**src/rtl/accum_feeder_pkg.sv**
```systemverilog
// ---------------------------------------------------------------------------
// accum_feeder_pkg
// Shared types and constants for the accumulator feeder.
//   state_t      : issue FSM states (IDLE, ISSUE, HOLD)
//   HOLD_MIN     : minimum enable spacing the accumulator tolerates
//   LED_LSB/MSB  : slice of the accumulator count shown on its led port
// ---------------------------------------------------------------------------
package accum_feeder_pkg;

    // The accumulator samples enable, adds two cycles later, and is ready again
    // on the third cycle, so pulses closer than this would be lost.
    localparam int unsigned HOLD_MIN = 3;

    // led[7:0] of the accumulator is count[23:16].
    localparam int unsigned LED_LSB = 16;
    localparam int unsigned LED_MSB = 23;
    localparam int unsigned LED_W   = LED_MSB - LED_LSB + 1;

    // Width of the issued-word counter.
    localparam int unsigned ISSUE_CNT_W = 16;

    typedef enum logic [1:0] {
        IDLE  = 2'd0,
        ISSUE = 2'd1,
        HOLD  = 2'd2
    } state_t;

endpackage : accum_feeder_pkg

```
**src/rtl/accum_feeder_fifo.sv**
```systemverilog
// ---------------------------------------------------------------------------
// accum_feeder_fifo
// Pointer-based synchronous FIFO. The head word is read combinationally from
// the registered read pointer (no fall-through from the write side).
//   CLK, RST_N : clock, asynchronous active-low reset
//   i_push     : write request (ignored while full)
//   i_data     : write data
//   i_pop      : read request (ignored while empty)
//   o_head     : word at the read pointer
//   o_full     : FIFO holds DEPTH words
//   o_empty    : FIFO holds no words
// ---------------------------------------------------------------------------
module accum_feeder_fifo #(
    parameter int unsigned DATA_W = 32,
    parameter int unsigned DEPTH  = 4
) (
    input  logic              CLK,
    input  logic              RST_N,
    input  logic              i_push,
    input  logic [DATA_W-1:0] i_data,
    input  logic              i_pop,
    output logic [DATA_W-1:0] o_head,
    output logic              o_full,
    output logic              o_empty
);

    localparam int unsigned PTR_W = (DEPTH > 1) ? $clog2(DEPTH) : 1;
    localparam int unsigned CNT_W = $clog2(DEPTH) + 1;

    // Pointers wrap by natural overflow, which needs a power-of-two depth.
    if ((DEPTH < 2) || ((DEPTH & (DEPTH - 1)) != 0)) begin : g_depth_chk
        $error("accum_feeder_fifo: DEPTH must be a power of 2 and >= 2");
    end

    logic [DATA_W-1:0] r_mem [DEPTH];
    logic [PTR_W-1:0]  r_wr_ptr;
    logic [PTR_W-1:0]  r_rd_ptr;
    logic [CNT_W-1:0]  r_count;

    logic w_push_ok;
    logic w_pop_ok;

    assign o_full    = (r_count == CNT_W'(DEPTH));
    assign o_empty   = (r_count == '0);
    assign o_head    = r_mem[r_rd_ptr];
    assign w_push_ok = i_push && !o_full;
    assign w_pop_ok  = i_pop && !o_empty;

    // Storage array carries no reset; only pointers define validity.
    always_ff @(posedge CLK) begin
        if (w_push_ok) begin
            r_mem[r_wr_ptr] <= i_data;
        end
    end

    // Pointer and occupancy update; simultaneous push/pop leaves count unchanged.
    always_ff @(posedge CLK or negedge RST_N) begin
        if (!RST_N) begin
            r_wr_ptr <= '0;
            r_rd_ptr <= '0;
            r_count  <= '0;
        end else begin
            if (w_push_ok) begin
                r_wr_ptr <= r_wr_ptr + PTR_W'(1);
            end
            if (w_pop_ok) begin
                r_rd_ptr <= r_rd_ptr + PTR_W'(1);
            end
            case ({w_push_ok, w_pop_ok})
                2'b10:   r_count <= r_count + CNT_W'(1);
                2'b01:   r_count <= r_count - CNT_W'(1);
                default: r_count <= r_count;
            endcase
        end
    end

endmodule : accum_feeder_fifo

```
**src/rtl/accum_feeder.sv**
```systemverilog
// ---------------------------------------------------------------------------
// accum_feeder
// Buffers upstream words and issues them to the enable/value accumulator as
// paced one-cycle enable pulses, holding value steady while the add is
// pending. A shadow sum tracks what the accumulator's count should be.
//   CLK, RST_N  : clock, asynchronous active-low reset
//   in_valid    : upstream word valid
//   in_data     : upstream word
//   in_ready    : FIFO not full (decoded, not registered)
//   pause       : blocks new issues; an in-flight issue completes
//   enable      : one-cycle pulse to the accumulator
//   value       : word being issued, held between issues
//   busy        : issue in progress (ISSUE or HOLD)
//   shadow_sum  : modelled accumulator count
//   led_exp     : shadow_sum[23:16], expected accumulator led
//   issued_cnt  : words issued, modulo 2^16
// ---------------------------------------------------------------------------
module accum_feeder
    import accum_feeder_pkg::*;
#(
    parameter int unsigned DATA_W  = 32,
    parameter int unsigned DEPTH   = 4,
    parameter int unsigned SPACING = 3
) (
    input  logic                   CLK,
    input  logic                   RST_N,
    input  logic                   in_valid,
    input  logic [DATA_W-1:0]      in_data,
    output logic                   in_ready,
    input  logic                   pause,
    output logic                   enable,
    output logic [DATA_W-1:0]      value,
    output logic                   busy,
    output logic [DATA_W-1:0]      shadow_sum,
    output logic [LED_W-1:0]       led_exp,
    output logic [ISSUE_CNT_W-1:0] issued_cnt
);

    if (SPACING < HOLD_MIN) begin : g_spacing_chk
        $error("accum_feeder: SPACING must be >= HOLD_MIN");
    end

    if (DATA_W <= LED_MSB) begin : g_width_chk
        $error("accum_feeder: DATA_W must cover the led slice");
    end

    localparam int unsigned HOLD_W = $clog2(SPACING);

    // HOLD lasts SPACING-1 cycles: counter runs SPACING-2 down to 0.
    localparam logic [HOLD_W-1:0] HOLD_INIT = HOLD_W'(SPACING - 2);
    // The accumulator adds at the edge ending the second cycle after enable,
    // which is the HOLD cycle whose counter reads SPACING-3.
    localparam logic [HOLD_W-1:0] ADD_AT    = HOLD_W'(SPACING - HOLD_MIN);

    state_t                 r_state;
    logic [HOLD_W-1:0]      r_hold_cnt;
    logic                   r_enable;
    logic                   r_busy;
    logic [DATA_W-1:0]      r_value;
    logic [DATA_W-1:0]      r_shadow_sum;
    logic [LED_W-1:0]       r_led_exp;
    logic [ISSUE_CNT_W-1:0] r_issued_cnt;

    logic [DATA_W-1:0]      w_fifo_head;
    logic                   w_fifo_full;
    logic                   w_fifo_empty;
    logic                   w_start;
    logic [DATA_W-1:0]      w_sum_next;

    // Input buffer.
    accum_feeder_fifo #(
        .DATA_W (DATA_W),
        .DEPTH  (DEPTH)
    ) u_fifo (
        .CLK     (CLK),
        .RST_N   (RST_N),
        .i_push  (in_valid),
        .i_data  (in_data),
        .i_pop   (w_start),
        .o_head  (w_fifo_head),
        .o_full  (w_fifo_full),
        .o_empty (w_fifo_empty)
    );

    assign in_ready   = !w_fifo_full;
    assign w_start    = (r_state == IDLE) && !w_fifo_empty && !pause;
    assign w_sum_next = r_shadow_sum + r_value;

    // Issue FSM, pacing counter and shadow accumulator.
    always_ff @(posedge CLK or negedge RST_N) begin
        if (!RST_N) begin
            r_state      <= IDLE;
            r_hold_cnt   <= '0;
            r_enable     <= 1'b0;
            r_busy       <= 1'b0;
            r_value      <= '0;
            r_shadow_sum <= '0;
            r_led_exp    <= '0;
            r_issued_cnt <= '0;
        end else begin
            case (r_state)
                IDLE: begin
                    if (w_start) begin
                        r_value  <= w_fifo_head;
                        r_enable <= 1'b1;
                        r_busy   <= 1'b1;
                        r_state  <= ISSUE;
                    end
                end

                ISSUE: begin
                    r_enable   <= 1'b0;
                    r_hold_cnt <= HOLD_INIT;
                    r_state    <= HOLD;
                end

                HOLD: begin
                    // Mirror the accumulator's add on the same edge it happens.
                    if (r_hold_cnt == ADD_AT) begin
                        r_shadow_sum <= w_sum_next;
                        r_led_exp    <= w_sum_next[LED_MSB:LED_LSB];
                        r_issued_cnt <= r_issued_cnt + ISSUE_CNT_W'(1);
                    end
                    if (r_hold_cnt == '0) begin
                        r_busy  <= 1'b0;
                        r_state <= IDLE;
                    end else begin
                        r_hold_cnt <= r_hold_cnt - HOLD_W'(1);
                    end
                end

                default: begin
                    r_enable <= 1'b0;
                    r_busy   <= 1'b0;
                    r_state  <= IDLE;
                end
            endcase
        end
    end

    assign enable     = r_enable;
    assign busy       = r_busy;
    assign value      = r_value;
    assign shadow_sum = r_shadow_sum;
    assign led_exp    = r_led_exp;
    assign issued_cnt = r_issued_cnt;

endmodule : accum_feeder

```
**config.mk**
```make
export PLATFORM = sky130hd
export DESIGN_NAME = accum_feeder
export DESIGN_NICKNAME = d
export VERILOG_FILES = /design/src/rtl/accum_feeder_pkg.sv /design/src/rtl/accum_feeder_fifo.sv /design/src/rtl/accum_feeder.sv
export SDC_FILE = /design/constraint.sdc
export NUM_CORES = 1
export LEC_CHECK = 0
export BUFFER_PORTS_ARGS = -buffer_cell sky130_fd_sc_hd__buf_2
export CAP_MARGIN = 10
export CORE_MARGIN = 2
export CORE_UTILIZATION = 24
export CTS_BUF_LIST = sky130_fd_sc_hd__clkbuf_8
export CTS_CLUSTER_SIZE = 10
export DETAILED_ROUTE_END_ITERATION = 7
export REMOVE_ABC_BUFFERS = 1
export SETUP_SLACK_MARGIN = 0.2
export SYNTH_ARGS = -nofsm -noshare
export SYNTH_HDL_FRONTEND = slang
export SYNTH_SLANG_ARGS = --single-unit
```
**constraint.sdc**
```tcl
create_clock -name CLK -period 2.67 [get_ports CLK]
set_clock_uncertainty 0.05 [all_clocks]
set_input_delay 0.534 -clock CLK [delete_from_list [all_inputs] [get_ports CLK]]
set_output_delay 0.534 -clock CLK [all_outputs]
set_load 0.02 [all_outputs]
```
==> key figures <==
Run status
  • Run status: finished, violations left
  • Failing checks: setup timing

Power and ir drop
  • Leakage: 5.20 nW
  • Clock power share: 0.169
  • Cell Pwr Density: 1320 nW/um^2
  • Switching Fraction: 0.411
  • Sequential share of power: 0.320
  • Switching power: 6.84 mW
  • Maximum vdd drop: 0.415 mV
  • Combinational share of power: 0.511
  • P_int: 9.82 mW

Synthesis
  • Yosys warns: 0
  • Post-synth EDFFs: 128
  • Top FF cell, synth: edfxtp_1
  • Cell variety after synth: 63
  • Seq/Total Area, Yosys: 0.608
  • Top cell type's share of synthesized area: 0.378
  • Syn Std Cell Area: 10200 um^2
  • Flops & latches, synth: 221
  • Largest area contributor in the netlist: edfxtp_1
  • Async SR Flop Fraction: 0.421
  • Top cells by area, synth: edfxtp_1 (38%), dfrtp_1 (23%), mux4_2 (7.1%)
  • List of most frequent post-synthesis cells: edfxtp_1 (128), dfrtp_1 (93), nand2_1 (65), o21ai_0 (39), ha_1 (38)
  • Mapped Cells: 731
  • Count leader, synth: edfxtp_1
  • Avg Synthesized Cell Area: 13.9 um^2

Detailed routing
  • Via/cell ratio: 4.41
  • Vias: 6493
  • ANT nets after route: 0
  • Final wirelength: 25.6 mm
  • Starting DRT DRC Count: 299
  • Wire length per cell: 17.4 um
  • Remaining DRCs: 0
  • Drt pass-1 iters: 4

Global route
  • Vias in the first global route: 6781
  • Largest net degree at the start of global routing: 44
  • First-pass GRT wire length: 39.1 mm
  • GRT Util Overall: 0.116
  • Initial antenna violation count: 3
  • Total grt overflow: 0

Min path
  • Tightest Hold Check Type: in2reg
  • Hold Path Depth: 2

Layout
  • Design area: 12600 um^2
  • Area Overhead vs Synth: 24.1%
  • Fillers: 4265
  • Layout cells sized above 1: 0.350
  • Final net count: 981
  • Multi-input combinational cell area: 3910 um^2
  • Register area: 6170 um^2

Timing
  • Post-layout min period: 2690 ps
  • RSZ-0062 raised after global routing: yes
  • # setup viols final: 1
  • FMAX: 372 MHz
  • Final hold viol count: 0
  • Slew Limit Headroom: 0.593
  • Final Slew Violations: 0
  • Final critical-path share of the clock period: 1.01
  • Setup ws final: -18.1 ps
  • Worst Tran Pin Value: 610 ps

Floorplan
  • Chip Height: 210 um
  • Rows: 75
  • Die X: 210 um
  • I/O Pins: 127
  • Die ar.: 44000 um^2
  • CORE AREA: 41900 um^2
  • Starting Density: 0.243

Worst setup path
  • Crit Path Max Fanout: 4
  • Crit path capture type: register
  • CP arrival: 3080 ps
  • Nature of the critical path startpoint: register
  • R2r worst-path depth: 9
  • CP required: 3060 ps
  • Worst Path Class, Setup: reg2reg

Place
  • GPL Wtd Cong: 0.816
  • Pre-CTS setup slack: -172 ps
  • Port Buffers: 126
  • Final HPWL DP: 18.3 mm
  • Post-DP Area: 11700 um^2

Clock network
  • Cts bufs inserted: 37
  • Clk slew on worst S/H paths: 70 ps
  • # clock sinks: 221
  • CTS tree: yes
  • H-tree levels: 2
  • Root buffer cell: clkbuf_8
  • Clock tree buffer depth: 3
  • Clock Latency Late Sink: 550 ps

Flow run
  • MaxCap Viol Count: 0
## cell type report
type | instances | share of cell area
multi-input combinational | 451 | 0.310
sequential | 221 | 0.489
inverter | 18 | 0.00536
clock buffer | 38 | 0.0415
antenna | 1 | 0.000198
clock inverter | 30 | 0.0132
tap | 539 | 0.0535
timing repair buffer | 176 | 0.0870
## kinds of logic after synthesis
group,share of synthesized area
simple gates,0.0775
xor+xnor,0.0388
buf+inv,0.0254
flops,0.608
mux,0.108
fa+ha+maj,0.0508
compound gates,0.0916
## sequential cells by signal, indices dropped and copies added, names as in the netlist
signal	count
value	32
u_fifo.r_mem	128
u_fifo.r_rd_ptr	2
r_hold_cnt	2
u_fifo.r_count	3
shadow_sum	32
r_state	2
issued_cnt	16
busy	1
u_fifo.r_wr_ptr	2
enable	1
## cells in the final DEF, fill, tap and decap left out, types with 5 or more instances in the layout
cell type | synthesis | routed
a211oi_1 | 6 | 6
a21o_1 | 24 | 24
a21oi_1 | 26 | 26
and3_1 | 11 | 7
and3_2 | 1 | 5
buf_12 | 0 | 6
buf_2 | 5 | 125
buf_4 | 8 | 41
clkbuf_8 | 0 | 38
clkinv_2 | 0 | 8
dfrtp_1 | 93 | 92
edfxtp_1 | 128 | 128
ha_1 | 38 | 32
inv_1 | 18 | 31
mux2_2 | 32 | 32
mux4_2 | 32 | 32
nand2_1 | 65 | 65
nand3_1 | 13 | 12
nand4_1 | 10 | 10
nor2_1 | 25 | 24
nor3_1 | 7 | 6
o21ai_0 | 39 | 27
o21ai_1 | 2 | 12
xnor2_1 | 26 | 24
xor2_1 | 19 | 19
## what timing repair did
| action | CTS | global route |
|---|---|---|
| gates resized for setup | 30 | 9 |
| buffers inserted | 7 | 4 |
| hold buffers | 1 | 0 |
| endpoints found under the setup margin | 16 | 19 |
| pin swaps | 25 | 18 |
| hold endpoints to repair | 25 | 0 |
## worst max-delay path: stages, from the launching register on
cell,delay [ps]
dfrtp_1,380
ha_2,200
fa_2,340
a21o_1,210
a221oi_2,280
o211a_1,230
or4b_4,140
a31oi_4,90
or4_1,470
a22o_1,180
## final timing paths
kind / start / end / slack, ps
max in group asynchronous: RST_N / shadow_sum[9] / 1480
hold reg to reg: issued_cnt[15] / issued_cnt[15] / 420
hold / removal: pause / r_state[0] / 140
setup / recovery: value[0] / shadow_sum[30] / -20
min in group asynchronous: RST_N / issued_cnt[15] / 400
setup reg to reg: value[0] / shadow_sum[30] / -20
## layer usage
layer | global-route usage | wire [um]
met5 | 0 | 29
met4 | 0.0386 | 537
met3 | 0.0389 | 1700
met2 | 0.196 | 12500
met1 | 0.139 | 10800
## power by group through the flow
stage	Sequential (mW)	Combinational [mW]	Clock [mW]
floorplan	6.07	4.55	0
global placement	5.34	7.96	0
detailed placement	5.41	8.01	0
CTS	5.35	8.46	2.93
global route	5.47	9.31	3.08
finish	5.34	8.51	2.82
## per-stage QoR
stage                     setup TNS, ps  hold slack (ps)  utilization  cells  power [mW]
after floorplan                  -22200              188            -    690        10.6
after global placement             -172              407        0.278   1393        13.3
after detailed placement           -190              420        0.278   1393        13.4
after CTS                         -23.3              112        0.299   1469        16.7
after global routing               -232              121        0.301   1473        17.9
final                             -18.1              141        0.301   1474        16.7
(Power assumes the default switching activity.)
